===== src/rtl/axi_wr_arbiter.sv =====
// Round-robin arbiter sharing one AXI3 write slave among NUM_MST masters, one whole
// AW/W/B transaction at a time; regenerates wid/wlast and flags master protocol errors.
module axi_wr_arbiter #(
   parameter int NUM_MST = 2,
   parameter int PTR_W   = $clog2(NUM_MST)
) (
   input  logic                  aclk,
   input  logic                  aresetn,
   input  logic [NUM_MST*45-1:0] s_awpayload,
   input  logic [NUM_MST-1:0]    s_awvalid,
   output logic [NUM_MST-1:0]    s_awready,
   input  logic [NUM_MST*41-1:0] s_wpayload,
   input  logic [NUM_MST-1:0]    s_wvalid,
   output logic [NUM_MST-1:0]    s_wready,
   output logic [3:0]            s_bid,
   output logic [1:0]            s_bresp,
   output logic [NUM_MST-1:0]    s_bvalid,
   input  logic [NUM_MST-1:0]    s_bready,
   output logic [44:0]           m_awpayload,
   output logic                  m_awvalid,
   input  logic                  m_awready,
   output logic [40:0]           m_wpayload,
   output logic                  m_wvalid,
   input  logic                  m_wready,
   input  logic [3:0]            m_bid,
   input  logic [1:0]            m_bresp,
   input  logic                  m_bvalid,
   output logic                  m_bready,
   output logic [NUM_MST-1:0]    grant,
   output logic [2:0]            err
);

   localparam int AW_W = 45;
   localparam int W_W  = 41;

   typedef enum logic [1:0] {IDLE, ADDR, DATA, RESP} state_e;

   state_e             state_q, state_d;
   logic [PTR_W-1:0]   ptr_q, ptr_d;
   logic [PTR_W-1:0]   g_idx_q, g_idx_d;
   logic [NUM_MST-1:0] grant_q, grant_d;
   logic [3:0]         beat_cnt_q, beat_cnt_d;
   logic [3:0]         awid_q, awid_d;
   logic [3:0]         awlen_q, awlen_d;
   logic [2:0]         err_q, err_d;

   logic               win_found;
   logic [PTR_W-1:0]   win_idx;
   logic [NUM_MST-1:0] win_oh;
   logic [AW_W-1:0]    aw_sel;
   logic [W_W-1:0]     w_sel;
   logic               wlast_gen;
   logic               aw_hs, w_hs, b_hs;

   // Round-robin search: first requester at or above ptr, otherwise the lowest one below it.
   always_comb begin
      win_found = 1'b0;
      win_idx   = '0;
      win_oh    = '0;
      for (int i = 0; i < NUM_MST; i++) begin
         if (!win_found && s_awvalid[i] && (i >= int'(ptr_q))) begin
            win_found = 1'b1;
            win_idx   = PTR_W'(i);
            win_oh[i] = 1'b1;
         end
      end
      for (int i = 0; i < NUM_MST; i++) begin
         if (!win_found && s_awvalid[i]) begin
            win_found = 1'b1;
            win_idx   = PTR_W'(i);
            win_oh[i] = 1'b1;
         end
      end
   end

   always_comb begin
      aw_sel = '0;
      w_sel  = '0;
      for (int i = 0; i < NUM_MST; i++) begin
         if (grant_q[i]) begin
            aw_sel = s_awpayload[AW_W*i +: AW_W];
            w_sel  = s_wpayload[W_W*i +: W_W];
         end
      end
   end

   assign wlast_gen = (beat_cnt_q == awlen_q);
   assign aw_hs     = (|(s_awvalid & grant_q)) && m_awready;
   assign w_hs      = (|(s_wvalid & grant_q)) && m_wready;
   assign b_hs      = m_bvalid && (|(s_bready & grant_q));

   // NOTE: every signal written here gets a default first, so no path can infer a latch.
   always_comb begin
      state_d     = state_q;
      ptr_d       = ptr_q;
      g_idx_d     = g_idx_q;
      grant_d     = grant_q;
      beat_cnt_d  = beat_cnt_q;
      awid_d      = awid_q;
      awlen_d     = awlen_q;
      err_d       = err_q;
      s_awready   = '0;
      s_wready    = '0;
      s_bvalid    = '0;
      m_awvalid   = 1'b0;
      m_awpayload = '0;
      m_wvalid    = 1'b0;
      m_wpayload  = '0;
      m_bready    = 1'b0;
      s_bid       = m_bid;
      s_bresp     = m_bresp;

      case (state_q)
         IDLE: begin
            if (win_found) begin
               grant_d = win_oh;
               g_idx_d = win_idx;
               state_d = ADDR;
            end
         end
         ADDR: begin
            m_awvalid   = |(s_awvalid & grant_q);
            m_awpayload = aw_sel;
            s_awready   = grant_q & {NUM_MST{m_awready}};
            if (aw_hs) begin
               awid_d     = aw_sel[44:41];
               awlen_d    = aw_sel[8:5];
               beat_cnt_d = '0;
               state_d    = DATA;
            end
         end
         DATA: begin
            m_wvalid   = |(s_wvalid & grant_q);
            m_wpayload = {awid_q, w_sel[36:1], wlast_gen};
            s_wready   = grant_q & {NUM_MST{m_wready}};
            if (w_hs) begin
               beat_cnt_d = beat_cnt_q + 4'd1;
               if (w_sel[0] != wlast_gen)     err_d[0] = 1'b1;
               if (w_sel[40:37] != awid_q)    err_d[1] = 1'b1;
               // Burst length comes from awlen alone; the master's wlast is only audited.
               if (wlast_gen)                 state_d  = RESP;
            end
         end
         RESP: begin
            m_bready = |(s_bready & grant_q);
            s_bvalid = grant_q & {NUM_MST{m_bvalid}};
            if (b_hs) begin
               if (m_bid != awid_q) err_d[2] = 1'b1;
               ptr_d   = (g_idx_q == PTR_W'(NUM_MST - 1)) ? '0 : g_idx_q + 1'b1;
               grant_d = '0;
               state_d = IDLE;
            end
         end
         default: state_d = IDLE;
      endcase
   end

   // NOTE: non-blocking assignments so every register samples pre-edge values together.
   always_ff @(posedge aclk) begin
      if (!aresetn) begin
         state_q    <= IDLE;
         ptr_q      <= '0;
         g_idx_q    <= '0;
         grant_q    <= '0;
         beat_cnt_q <= '0;
         awid_q     <= '0;
         awlen_q    <= '0;
         err_q      <= '0;
      end else begin
         state_q    <= state_d;
         ptr_q      <= ptr_d;
         g_idx_q    <= g_idx_d;
         grant_q    <= grant_d;
         beat_cnt_q <= beat_cnt_d;
         awid_q     <= awid_d;
         awlen_q    <= awlen_d;
         err_q      <= err_d;
      end
   end

   assign grant = grant_q;
   assign err   = err_q;

endmodule


===== config.mk =====
export PLATFORM = sky130hd
export DESIGN_NAME = axi_wr_arbiter
export DESIGN_NICKNAME = d
export VERILOG_FILES = /design/src/rtl/axi_wr_arbiter.sv
export SDC_FILE = /design/constraint.sdc
export NUM_CORES = 1
export LEC_CHECK = 0
export CORE_AREA = 2 2 116 118
export CTS_CLUSTER_SIZE = 28
export DETAILED_ROUTE_END_ITERATION = 10
export DIE_AREA = 0 0 118 120
export GPL_ROUTABILITY_DRIVEN = 0
export GPL_TIMING_DRIVEN = 0
export PLACE_DENSITY = 0.65
export RECOVER_POWER = 25
export SYNTH_ARGS = -nofsm -noshare
export SYNTH_HDL_FRONTEND = slang
export SYNTH_SLANG_ARGS = --single-unit

===== constraint.sdc =====
create_clock -name aclk -period 2.5 [get_ports aclk]
set_input_delay 0.75 -clock aclk [delete_from_list [all_inputs] [get_ports aclk]]
set_output_delay 0.75 -clock aclk [all_outputs]
set_load 0.05 [all_outputs]

==> reports/results.ini, run 1 <==
[die]
die_w_um=118
rows=42
ios=295
fp.dieArea_um2=14200
die_h_um=120
initial_utilization=0.170
design.core.area_um2=13000

[setup_path]
worstSetupEndpointType=output pin
critPathKind=input port to output pin
cp.arrival_ns=1.74
crit_chain=clkdlybuf4s50_1, buf_4, clkdlybuf4s18_2
path_max_fanout=2
cpPeakStageDelay_ns=0.51
start_kind=input port
cpMaxStageDelayCell=clkdlybuf4s50_1
cp.required_ns=1.75

[logic_synthesis]
synth.net_count=461
synth_edf_count=0
ys_types=42
synthArstFlopShare=0
ys_ff_latch=21
syn_inst=266
synth_flop_cell=dfxtp_1
synth_top_cell_by_area=a22o_1
postSynthAreaPerCell_um2=8.29
syn_area_um2=2210
synth_top_area_frac=0.326
synth_area_leaders=a22o_1 (33%), dfxtp_1 (19%), nand2_1 (4.9%)
yosysSeqAreaShare=0.191
yosysWarningCount=0

[finish]
n_antenna_cell=0
areaGrowthSynthToFinish_pct=166
final_common_cell=clkdlybuf4s50_1
final_area_um2=5880
final_cell_mix=clkdlybuf4s50_1 (184), a22o_1 (51), buf_6 (49), buf_4 (35), nand2_1 (27)
nNetsFinal=779
drive_gt1_frac=0.343
final_cells=759
nFillCells=1288
fin_util=0.453

[timing]
tightest_slew_ns=0.654
skew_ns=0.00165
relSlewSlack=0.560
finalCritPeriodShare=0.995
setup_violations=0
timing.fmax_ghz=0.402
drv_slew=0
finalHoldViolCount=0
min_period_ns=2.49
timing.final.ws_setup_ns=0.0129

[cts]
htreeDepth=1
clk_pin_slew_ns=0.06
cts_tree=done
cts_sinks=21
ctsLongestPathBuffers=2
root_buffer=clkbuf_16
hold_buffers=0
clock_latency_ns=0.25
cts_buffers=3

[power_and_ir_drop]
p_sw_w=0.00128
p_clk_frac=0.122
peakVddDrop_v=0.000358
power_frac_comb=0.728
power.density_nw_per_um2=477
p_sw_frac=0.455
power.total_w=0.00280
power_frac_seq=0.150
internal_power_w=0.00153
p_leak_nw=2.50

[place]
post_dp_cell_area_um2=5390
dp_cells=734
io_buffers=292
dp_hpwl_um=10700
post-place-ws_ns=-0.896

[global_routing]
antenna_found_initial=0
grt_max_degree=13
grt_pass1_wl_um=19400
grt_util_all_layers=0.171
grt_overflow=0
grt_pass1_vias=3398

[detailed_routing]
via_count=3375
post_drt_wl_per_cell_um=17.7
drc=0
post_drt_via_cell_ratio=4.45
routed-wl-met2_um=6960
drt_wl_total_um=13400
drt-initial-drc-count=151
top_layer=met4
drt_first_pass_iters=4
ant_nets=0
dr_wl_met3_um=776
wirelength_met1_um=5510

[status]
status=completed

[flow_run]
drv_cap=0

[min_path]
min_path_type=flip-flop to flip-flop

repair_timing:
item	in CTS	in global routing
endpoints found under the hold margin	0	0
setup buffers	3	10
cloned	4	5
resized for setup	625	72
endpoints found under the setup margin	99	80
pin swaps	5	5
logic make-up after synthesis:
kind of cell,share of synthesized area
AO/OA/AOI/OAI,0.473
AND/OR/NAND/NOR,0.149
buffers and inverters,0.0936
flip-flops,0.191
XOR/XNOR,0.0556
adder cells (fa/ha/maj),0.0340
multiplexers,0.00454
state kept, by name, summed over array words and instances, names as in the netlist:
signal	flops
awid_q	4
awlen_q	4
beat_cnt_q	4
err	3
g_idx_q	1
grant	2
ptr_q	1
state_q	2
worst max-delay path, delay by kind of cell:
family / cells / cell delay, ns
buffers and inverters: 3 / 0.98
final cells by class:
cell class                      instances  area, µm²  share of cell area
Buffer                                 28        295              0.0502
Clock buffer                            3       75.1              0.0128
Clock inverter                          1       5.00            0.000852
Inverter                                7       31.3             0.00532
Multi-Input combinational cell        211       1720               0.292
Sequential cell                        21        430              0.0732
Tap cell                              176        220              0.0375
Timing Repair Buffer                  312       3100               0.528
stage by stage:
stage / TNS, ns / hold slack, ns
final: 0 / 0.462
after global routing: -0.000345 / 0.505
after CTS: -0.0154 / 0.475
after detailed placement: -67.00 / 0.461
after global placement: -65.12 / 0.452
after floorplan: 0 / 0.443
layer usage:
layer  up-vias  GRT usage
met5         -          0
met2       116      0.303
met1      1595      0.211
met3        17     0.0471
li1       1647          -
met4         0     0.0226
path summary, 6_finish.rpt:
| check | cells after the start | endpoint | slack (ns) | start |
|---|---|---|---|---|
| setup / recovery | 3 | s_bid[2] | 0.01 | m_bid[2] |
| hold / removal | 1 | err[0] | 0.46 | err[0] |
| setup reg to reg | 8 | state_q[1] | 0.58 | grant[0] |
| hold reg to reg | 1 | err[0] | 0.46 | err[0] |
power groups by stage:
stage / combinational (W) / sequential (W) / clock [W]
final: 0.00204 / 0.000421 / 0.000342
after CTS: 0.00194 / 0.000418 / 0.000350
after floorplan: 0.00108 / 0.000429 / 0
after global placement: 0.00182 / 0.000404 / 0
after detailed placement: 0.00183 / 0.000406 / 0
after global routing: 0.00215 / 0.000426 / 0.000370
cells in the mapped netlist (2+ instances only):
cell       n
and2_1     8
nand2_1   29
nand4_1    3
nor2_1     9
a22oi_1    6
inv_1      7
clkbuf_1   5
o211ai_1   3
and3_1     5
dfxtp_1   21
xor2_1     5
nor2_2     2
buf_4      9
a21boi_0  11
a21oi_1    3
buf_2     11
o21ai_0    3
nor2b_1    3
a22o_1    82
xnor2_1    9
o21ai_2    2
o21a_1     3
ha_1       6
buf_6      3
Note: power is estimated with default switching activity, not from simulation.
==> inputs of run 2 (changes only) <==
PLACE_DENSITY = default   (was 0.65)
==> run 2 against run 1 <==
First-iteration DRC count up 5.3%. Global-route usage up 0.85 points. Register-to-register slack worse by 0.04 ns. Critical endpoint is now s_bid[1]. Largest power group unchanged.
==> reports/results.ini, run 2 (same netlist as run 1, synthesis figures left out) <==
[status]
status=completed  ; unchanged

[setup_path]
critPathKind=input port to output pin  ; unchanged
cpPeakStageDelay_ns=0.50  ; was 0.51 ns
path_max_fanout=2  ; unchanged
cp.arrival_ns=1.72  ; was 1.74 ns
r2r_start=grant[0]  ; unchanged
worstSetupEndpointType=output pin  ; unchanged
worstRegToRegCells=8  ; unchanged
r2r_end=state_q[1]  ; unchanged
crit_chain=clkdlybuf4s50_1, buf_4, clkdlybuf4s15_2  ; was clkdlybuf4s50_1, buf_4, clkdlybuf4s18_2
start_kind=input port  ; unchanged
cpMaxStageDelayCell=clkdlybuf4s50_1  ; unchanged
crit_buf_inv=3  ; unchanged
cp.required_ns=1.75  ; about the same
critical_path.top_delay_family=buffers and inverters  ; unchanged
reg2reg_slack_ns=0.54  ; was 0.58 ns

[detailed_routing]
ant_nets=0  ; unchanged
post_drt_wl_per_cell_um=18.3  ; was 17.7 µm
drt_wl_total_um=14000  ; was 13400 µm
drc=0  ; unchanged
drt-initial-drc-count=159  ; was 151
post_drt_via_cell_ratio=4.48  ; was 4.45
via_count=3428  ; was 3375
drt_first_pass_iters=4  ; unchanged

[die]
die_h_um=120  ; unchanged
die_w_um=118  ; unchanged
ios=295  ; unchanged
rows=42  ; unchanged
design.core.area_um2=13000  ; unchanged
fp.dieArea_um2=14200  ; unchanged
initial_utilization=0.170  ; unchanged

[timing]
grt_setup_unrepaired=yes
min_period_ns=2.47  ; was 2.49 ns
finalHoldViolCount=0  ; unchanged
timing.fmax_ghz=0.404  ; was 0.402 GHz
setup_violations=0  ; unchanged
drv_slew=0  ; unchanged
tightest_slew_ns=0.595  ; was 0.654 ns
relSlewSlack=0.604  ; was 0.560
skew_ns=0.00453  ; was 0.00165 ns
finalCritPeriodShare=0.989  ; was 0.995
setup_tns_ns=0  ; unchanged

[power_and_ir_drop]
power.density_nw_per_um2=479  ; was 477 nW/µm²
power_frac_comb=0.743  ; was 0.728
p_clk_frac=0.116  ; was 0.122
power_frac_seq=0.140  ; was 0.150
p_leak_nw=2.66  ; was 2.50 nW
peakVddDrop_v=0.000294  ; was 0.000358 V
p_sw_frac=0.448  ; was 0.455
p_sw_w=0.00132  ; was 0.00128 W
internal_power_w=0.00163  ; was 0.00153 W

[place]
dp_cells=734  ; unchanged
io_buffers=292  ; unchanged
dp_hpwl_um=10700  ; about the same

[min_path]
hold-path-endpoint=err[1]  ; was err[0]
min_path_type=flip-flop to flip-flop  ; unchanged
min_path_cells=1  ; unchanged
hp-start=err[1]  ; was err[0]

[finish]
reg_top3=awid_q: 4 flops, awlen_q: 4 flops, beat_cnt_q: 4 flops  ; unchanged
final_cells=766  ; was 759
areaGrowthSynthToFinish_pct=180  ; was 166%
drive_gt1_frac=0.358  ; was 0.343
final_cell_mix=clkdlybuf4s50_1 (185), buf_6 (57), a22o_1 (48), buf_4 (30), nand2_1 (27)  ; was clkdlybuf4s50_1 (184), a22o_1 (51), buf_6 (49), buf_4 (35), nand2_1 (27)
fin_util=0.476  ; was 0.453
n_antenna_cell=0  ; unchanged
nNetsFinal=786  ; was 779
final_common_cell=clkdlybuf4s50_1  ; unchanged

[cts]
clk_pin_slew_ns=0.06  ; about the same
clock_latency_ns=0.26  ; was 0.25 ns
ctsLongestPathBuffers=2  ; unchanged
cts_sinks=21  ; unchanged
cts_tree=done  ; unchanged
htreeDepth=1  ; unchanged
root_buffer=clkbuf_16  ; unchanged
cts_buffers=3  ; unchanged

[global_routing]
grt_max_degree=12  ; was 13
grt_util_all_layers=0.179  ; was 0.171
grt_pass1_wl_um=20400  ; was 19400 µm
grt_pass1_vias=3505  ; was 3398
antenna_found_initial=0  ; unchanged
grt_overflow=0  ; unchanged

[flow_run]
drv_cap=0  ; unchanged

-- run 2: worst max path at each step --
stage,startpoint,endpoint,cells past startpoint
after CTS,state_q[1],m_wpayload[12],8
after global placement,state_q[1],m_awpayload[12],8
after detailed placement,state_q[1],m_awpayload[12],8
final,m_bid[1],s_bid[1],3
after global routing,state_q[1],m_wpayload[28],7
after floorplan,state_q[0],m_wpayload[11],6
-- run 2: power by group through the flow --
| stage | clock network (W) | registers (W) | logic (W) |
|---|---|---|---|
| global placement | 0 | 0.000405 | 0.00182 |
| detailed placement | 0 | 0.000407 | 0.00183 |
| finish | 0.000344 | 0.000415 | 0.00220 |
| floorplan | 0 | 0.000429 | 0.00108 |
| CTS | 0.000357 | 0.000412 | 0.00205 |
| global route | 0.000368 | 0.000420 | 0.00231 |
-- run 2: layer usage --
layer	share of wire	GRT usage	vias up
met5	0	0	-
met4	0.016	0.0188	0
met3	0.053	0.0399	18
met2	0.52	0.331	135
met1	0.41	0.219	1609
li1	-	-	1666
-- run 2: repair_timing --
| action | in CTS | in global routing |
|---|---|---|
| endpoints found under the setup margin | 99 | 76 |
| gates cloned | 6 | 4 |
| setup buffers | 14 | 8 |
| gates resized for setup | 662 | 76 |
| hold buffers | 0 | 0 |
| pin swaps | 6 | 27 |
-- run 2: layout make-up --
type	count	area (µm²)
fill	1214	6810
timing repair buffer	321	3310
multi-input combinational	210	1830
sequential	21	430
buffer	27	280
tap	176	220
clock buffer	4	78.8
inverter	7	28.8
-- run 2: stage by stage --
stage                     setup slack (ns)  hold WS (ns)  total power (W)  cell area, µm²
after floorplan                     0.0296         0.443          0.00151            2250
after global placement              -0.899         0.453          0.00222            5390
after detailed placement            -0.925         0.471          0.00224            5390
after CTS                          -0.0356         0.485          0.00282            5760
after global routing               -0.0127         0.495          0.00310            6170
final                               0.0268         0.478          0.00295            6170
==> inputs of run 3 (changes only) <==
MAX_ROUTING_LAYER = met4   (was default)
==> run 3 against run 2 <==
Critical path depth rose by 4. Register-to-register slack improved by 0.08 ns. Sequential share of layout area barely moved. Clock-buffer cell count did not move. Sequential power barely moved. Clock power barely moved. Global-route usage rose by 0.52 points. First-iteration DRC count rose by 14%. Cell count rose by 0.26%. Via count rose by 0.32%. Cell area rose by 0.14%.
==> reports/results.ini, run 3 (same netlist as run 1, synthesis figures left out) <==
[setup_path]
crit_buf_inv=4  ; was 3
cp.required_ns=1.75  ; about the same
path_max_fanout=7  ; was 2
worstSetupEndpointType=output pin  ; unchanged
r2r_start=state_q[1]  ; was grant[0]
cp.arrival_ns=1.73  ; was 1.72 ns
reg2reg_slack_ns=0.62  ; was 0.54 ns
cpMaxStageDelayCell=dfxtp_4  ; was clkdlybuf4s50_1
start_kind=flip-flop  ; was input port
endpoint=m_wpayload[4]  ; was s_bid[1]
crit_chain=buf_6, ha_4, and2_4, buf_12, buf_4, a22o_1, buf_2  ; was clkdlybuf4s50_1, buf_4, clkdlybuf4s15_2
cpPeakStageDelay_ns=0.35  ; was 0.50 ns
worst-path-stages=7  ; was 3
r2r_end=grant[0]  ; was state_q[1]
critPathKind=flip-flop to output pin  ; was input port to output pin
critical_path.top_delay_family=buffers and inverters  ; unchanged
worstSetupStartpoint=state_q[1]  ; was m_bid[1]
worstRegToRegCells=7  ; was 8

[detailed_routing]
drc=0  ; unchanged
drt_first_pass_iters=4  ; unchanged
post_drt_via_cell_ratio=4.48  ; about the same
ant_nets=0  ; unchanged
post_drt_wl_per_cell_um=18.2  ; was 18.3 µm
via_count=3439  ; was 3428
drt-initial-drc-count=182  ; was 159
drt_wl_total_um=14000  ; about the same

[die]
die_w_um=118  ; unchanged
fp.dieArea_um2=14200  ; unchanged
rows=42  ; unchanged
die_h_um=120  ; unchanged
ios=295  ; unchanged
design.core.area_um2=13000  ; unchanged
initial_utilization=0.170  ; unchanged

[finish]
drive_gt1_frac=0.360  ; was 0.358
areaGrowthSynthToFinish_pct=180  ; about the same
fin_util=0.476  ; about the same
final_cell_mix=clkdlybuf4s50_1 (189), buf_6 (51), a22o_1 (48), buf_4 (39), nand2_1 (27)  ; was clkdlybuf4s50_1 (185), buf_6 (57), a22o_1 (48), buf_4 (30), nand2_1 (27)
n_antenna_cell=0  ; unchanged
final_common_cell=clkdlybuf4s50_1  ; unchanged
nNetsFinal=788  ; was 786
reg_top3=awid_q: 4 flops, awlen_q: 4 flops, beat_cnt_q: 4 flops  ; unchanged

[place]
post-place-ws_ns=-0.925  ; unchanged
io_buffers=292  ; unchanged
dp_hpwl_um=10700  ; unchanged

[timing]
timing.final.ws_setup_ns=0.0158  ; was 0.0268 ns
skew_ns=0.00157  ; was 0.00453 ns
finalHoldViolCount=0  ; unchanged
setup_violations=0  ; unchanged
tightest_slew_ns=0.579  ; was 0.595 ns
grt_setup_unrepaired=yes  ; unchanged
timing.fmax_ghz=0.403  ; was 0.404 GHz
finalCritPeriodShare=0.994  ; was 0.989
min_period_ns=2.48  ; was 2.47 ns
relSlewSlack=0.613  ; was 0.604
whs_ns=0.484  ; was 0.478 ns
drv_slew=0  ; unchanged

[power_and_ir_drop]
power.total_w=0.00295  ; about the same
power.density_nw_per_um2=477  ; was 479 nW/µm²
peakVddDrop_v=0.000291  ; was 0.000294 V
p_leak_nw=2.65  ; was 2.66 nW

[cts]
htreeDepth=1  ; unchanged
clk_pin_slew_ns=0.06  ; about the same
cts_buffers=3  ; unchanged
root_buffer=clkbuf_16  ; unchanged
clock_latency_ns=0.25  ; was 0.26 ns
ctsLongestPathBuffers=2  ; unchanged
cts_sinks=21  ; unchanged
hold_buffers=0  ; unchanged
cts_tree=done  ; unchanged

[global_routing]
grt_pass1_vias=3509  ; was 3505
grt_util_all_layers=0.185  ; was 0.179
grt_pass1_wl_um=20400  ; about the same
antenna_found_initial=0  ; unchanged
grt_overflow=0  ; unchanged
grt_max_degree=12  ; unchanged

[min_path]
min_path_type=flip-flop to flip-flop  ; unchanged

[status]
status=completed  ; unchanged

[flow_run]
drv_cap=0  ; unchanged

-- run 3: timing repair --
action,CTS,global route
endpoints found under the setup margin,99,76
cloned,6,5
buffers inserted,14,9
hold endpoints to repair,0,0
pin swaps,6,24
resized for setup,662,68
-- run 3: layout make-up --
class	count	area (µm²)
Buffer	27	293
Clock buffer	4	78.8
Fill cell	1225	6800
Inverter	7	28.8
Multi-Input combinational cell	210	1820
Sequential cell	21	430
Tap cell	176	220
Timing Repair Buffer	323	3310
-- run 3: power breakdown --
part           internal, W  switching, W  total (W)
clock             0.000217      0.000127   0.000344
sequential        0.000378     0.0000378   0.000415
combinational      0.00103       0.00116    0.00219
-- run 3: worst min-delay path by stage --
stage | cells after the start | startpoint | slack [ns] | to
finish | 1 | err[1] | 0.48 | err[1]
global route | 1 | err[1] | 0.50 | err[1]
CTS | 1 | err[1] | 0.49 | err[1]
detailed placement | 1 | err[1] | 0.47 | err[1]
global placement | 1 | err[0] | 0.45 | err[0]
floorplan | 2 | g_idx_q | 0.44 | g_idx_q
-- run 3: stage by stage --
| stage | TNS, ns | cells | area, µm² |
|---|---|---|---|
| 2_1_floorplan | 0 | 266 | 2250 |
| 3_5_place_dp | -68.70 | 734 | 5390 |
| 3_3_place_gp | -65.96 | 734 | 5390 |
| 5_1_grt | -0.183 | 768 | 6180 |
| 6_report | 0 | 768 | 6180 |
| 4_1_cts | -0.689 | 757 | 5760 |
-- run 3: routing by layer --
layer  part of all wire  wire length [µm]  vias to the layer above  GRT usage
met5                  0                 0                        -          -
met2               0.52              7320                      130      0.331
met4             0.0082               114                        0     0.0188
li1                   -                 -                     1668          -
met1               0.42              5840                     1631      0.220
met3              0.049               689                       10     0.0380
==> RTL edit 1 (settings of run 1) <==
Re-encode `state_e` (4 states) as one-hot, 4 bits wide.
--- a/src/rtl/axi_wr_arbiter.sv
+++ b/src/rtl/axi_wr_arbiter.sv
@@ -34,5 +34,5 @@
    localparam int W_W  = 41;
 
-   typedef enum logic [1:0] {IDLE, ADDR, DATA, RESP} state_e;
+   typedef enum logic [3:0] {IDLE = 4'b0001, ADDR = 4'b0010, DATA = 4'b0100, RESP = 4'b1000} state_e;
 
    state_e             state_q, state_d;
Check against the original RTL: no difference found for any inputs over 10 cycles, from zero or initial values and one cycle with aresetn low; not proved beyond that.
==> RTL edit 1 against run 1 <==
The flow now finishes with violations (setup timing); register-to-register slack worse by 0.14 ns; critical endpoint is now m_wpayload[20]; cell area up 20%; synthesized area increased by 7.0%; first-iteration DRC count is 49% higher; wire length is 28% higher; final cell count up 6.1%; setup slack got worse by 0.091 ns; sequential cell count rose by 2.
Power is not compared: it rests on default switching activity, and its combinational part moved more than twofold at a synthesized area within 25%.
==> RTL edit 1: results <==
synth:
  yosys-top-cells-count: "a22o_1, dfxtp_1, nand2_1, nand3_1, and2_1"
  synth_nets: 487
  netlist_instances: 297
sta:
  whs_ns: 0.471
  setup_viol: 62
  finalWorstSetupSlack_ns: -0.0782
  relSlewSlack_pct: 43.4
  clock_skew_ns: 0.00178
placed_design:
  place_hpwl_mm: 13.1
  dp_slack_ns: -1.00
  place_area_mm2: 0.00558
worst_hold_path:
  hold-path-endpoint: "g_idx_q$_SDFFE_PN0P_"
  min_from: "g_idx_q$_SDFFE_PN0P_"
  whs_path_depth: 2
final_layout:
  drive_gt1_share_pct: 42.9
  nNetsFinal: 818
global_routing:
  grt_pass1_wl_mm: 24.0
  antenna_found_initial: 2
  grt_util_met1_pct: 24.9
  grt_util_met2_pct: 38.5
  use_met3_pct: 6.89
  grt_pass1_vias: 3986
detailed_routing:
  wl_met2_mm: 8.50
  wl_met3_mm: 1.56
  vias: 3907
  wl_met1_mm: 6.59
worst_setup_path:
  path_max_fanout: 7
  critPathMaxStageDelay_ns: 0.36
  rr_startpoint: "state_q[2]$_SDFFE_PN0P_"
  r2r_setup_slack_ns: 0.44
outcome:
  status: "finished, violations left"
  failed_checks: "setup timing"
clock_tree:
  ctsResizeCount: 749
## RTL edit 1: cell count changes in the layout (fill, tap and decap cells not counted), moves of 12 or more
cell and change:
buf_8 +47, a21oi_1 +12, buf_4 -12, a22o_1 -39, a22o_4 +39
## RTL edit 1: cell type report
type,instances,area share [%]
Buffer,29,4.77
Inverter,2,0.106
Multi-Input combinational cell,242,32.7
Tap cell,176,3.11
Sequential cell,23,6.75
Timing Repair Buffer,327,51.4
Antenna cell,2,0.0707
Clock buffer,4,1.11
## RTL edit 1: worst register-to-register path, cell delays in order, from the launching register on
cell and delay, ns:
dfxtp_4 0.37, buf_4 0.13, nor4b_1 0.74, nor3b_1 0.41, nor3_1 0.15, mux2i_1 0.14
## RTL edit 1: power by group
part,switching (mW),internal [mW],leakage [nW]
clock,0.127,0.217,0.0382
combinational,0.294,0.408,2.81
sequential,0.0219,0.376,0.189
total,0.443,1.00,3.03
## RTL edit 1: worst max-delay path by stage
stage	slack [ns]	from	depth (start not counted)	endpoint
CTS	-0.15	state_q[1]$_SDFFE_PN0P_	7	m_wpayload[10]
floorplan	-0.01	state_q[2]$_SDFFE_PN0P_	5	m_wpayload[10]
detailed placement	-1.00	state_q[2]$_SDFFE_PN0P_	6	m_wpayload[36]
finish	-0.08	state_q[3]$_SDFFE_PN0P_	8	m_wpayload[20]
global route	-0.16	state_q[3]$_SDFFE_PN0P_	8	m_wpayload[6]
global placement	-0.97	state_q[2]$_SDFFE_PN0P_	6	m_wpayload[36]
## RTL edit 1: cells by family (layout without fill, tap and decap cells)
logic type	after synthesis	after routing	share of synthesized area, %
AOI/OAI and AO/OA	124	124	41.5
xor gates and xnor gates	9	9	3.34
adders and majority gates	1	1	0.530
buffers and inverters	33	362	7.37
DFF	23	23	19.5
muxes	3	3	1.27
other	0	2	0
and+or+nand+nor	104	105	26.4
==> RTL edit 2 (config.mk and constraints of run 1) <==
Made on the original files. Register the output `err` once more; this adds one clock of latency there. The other outputs are not delayed to match.
--- a/src/rtl/axi_wr_arbiter.sv
+++ b/src/rtl/axi_wr_arbiter.sv
@@ -180,5 +180,7 @@
 
    assign grant = grant_q;
-   assign err   = err_q;
+   always_ff @(posedge aclk) begin
+      err <= err_q;
+   end
 
 endmodule
Behaviour: not the same (Yosys sat finds a counterexample within 4 cycles, from zero or initial values and one cycle with aresetn low).
==> RTL edit 2 against run 1 <==
The run now ends with setup timing left; cell area is 7.6% higher; synthesized area rose by 6.4%; final cell count increased by 2.1%; setup slack worse by 0.047 ns; non-clock buffer count grew 7; total power rose by 10%; sequential cell count rose by 3; largest power group unchanged; wire length grew 12%.
==> RTL edit 2: results <==
power_and_ir_drop:
  seq_power_share_pct: 14.6
  power.leakage_nw: 2.73
  vdd_ir_drop_max_uv: 246
  power.density_cell_area_mw_per_mm2: 489
  p_sw_share_pct: 43.7
synth:
  yosys-top-cells-count: "a22o_1, nand2_1, dfxtp_1, xnor2_1, buf_4"
  synth_edf_count: 0
  ys_seq_area_share_pct: 20.5
  ys_top_cells_by_area: "a22o_1, dfxtp_1, xnor2_1"
  synth_nets: 468
outcome:
  status: "finished, violations left"
  failed_checks: "setup timing"
final_layout:
  antenna_cells: 1
  signal_buffers: 347
  n_clock_buffer: 4
  inverters: 5
  fillCellCount: 1213
  multi_input_area_share_pct: 30.9
  nNetsFinal: 794
  drive_gt1_share_pct: 40.8
  clock_area_share_pct: 1.40
  sh_seq_area_pct: 7.73
detailed_routing:
  viasPerCell: 4.56
  drt-pass1-iter-count: 6
  drt-total-wl_mm: 15.0
clock_tree:
  clock_sinks: 24
  ctsResizeCount: 667
  post_cts_buffers: 14
  cts_buffers: 3
worst_hold_path:
  whs_path_depth: 0
worst_setup_path:
  path_max_fanout: 8
  crit_family: "buffers and inverters"
  critPathMaxStageDelay_ns: 0.36
  worst-endpoint-arrival_ns: 1.78
  cp_slowest_cell: "dfxtp_4"
  r2r_setup_slack_ns: 0.53
sta:
  tightest_slew_ns: 0.625
  clock_skew_ns: 0.00335
  finalWorstSetupSlack_ns: -0.0340
  setup_viol: 32
placed_design:
  place_hpwl_mm: 11.8
global_routing:
  grt_pass1_wl_mm: 21.9
  antenna_found_initial: 2
-- RTL edit 2: cell types whose count changed in the layout (fill, tap and decap cells not counted), sizes merged, moves of 3 or more --
cell	run 1	this run
dlygate4sd3	7	2
xor2	5	0
dfxtp	21	24
buf	123	141
dlymetal6s2s	0	3
nor2b	3	7
xnor2	9	15
and2	9	12
clkbuf	20	10
-- RTL edit 2: per-stage QoR --
step,cells,cell area [um^2],hold slack [ns],worst slack [ns],util (%)
floorplan,273,2420,0.331,0.00460,-
global placement,741,5570,0.338,-0.770,42.9
detailed placement,741,5570,0.341,-0.812,42.9
CTS,767,6100,0.353,-0.203,47.0
global route,775,6320,0.359,-0.0519,48.7
finish,775,6320,0.351,-0.0340,48.7
-- RTL edit 2: metal layers --
metal  wire length [um]  global-route usage [%]
met1               5670                    21.5
met2               7820                    36.4
met3               1060                    6.46
met4                465                    6.40
met5                 13                       0
-- RTL edit 2: worst paths after layout --
path                      startpoint                    endpoint
min reg2reg    err_q[2]$_SDFFE_PN0P_              err[2]$_DFF_P_
max reg2reg    grant[1]$_SDFFE_PN0P_  beat_cnt_q[1]$_SDFFE_PN0P_
max          state_q[1]$_SDFFE_PN0P_             m_awpayload[34]
min            err_q[2]$_SDFFE_PN0P_              err[2]$_DFF_P_
-- RTL edit 2: cells by family after synthesis --
| family | after synthesis | synth area share (%) |
|---|---|---|
| simple gates | 74 | 17.2 |
| compound gates | 117 | 42.6 |
| mux | 3 | 1.28 |
| buf+inv | 34 | 9.70 |
| xor+xnor | 15 | 5.60 |
| flops | 24 | 20.5 |
| fa+ha+maj | 6 | 3.20 |
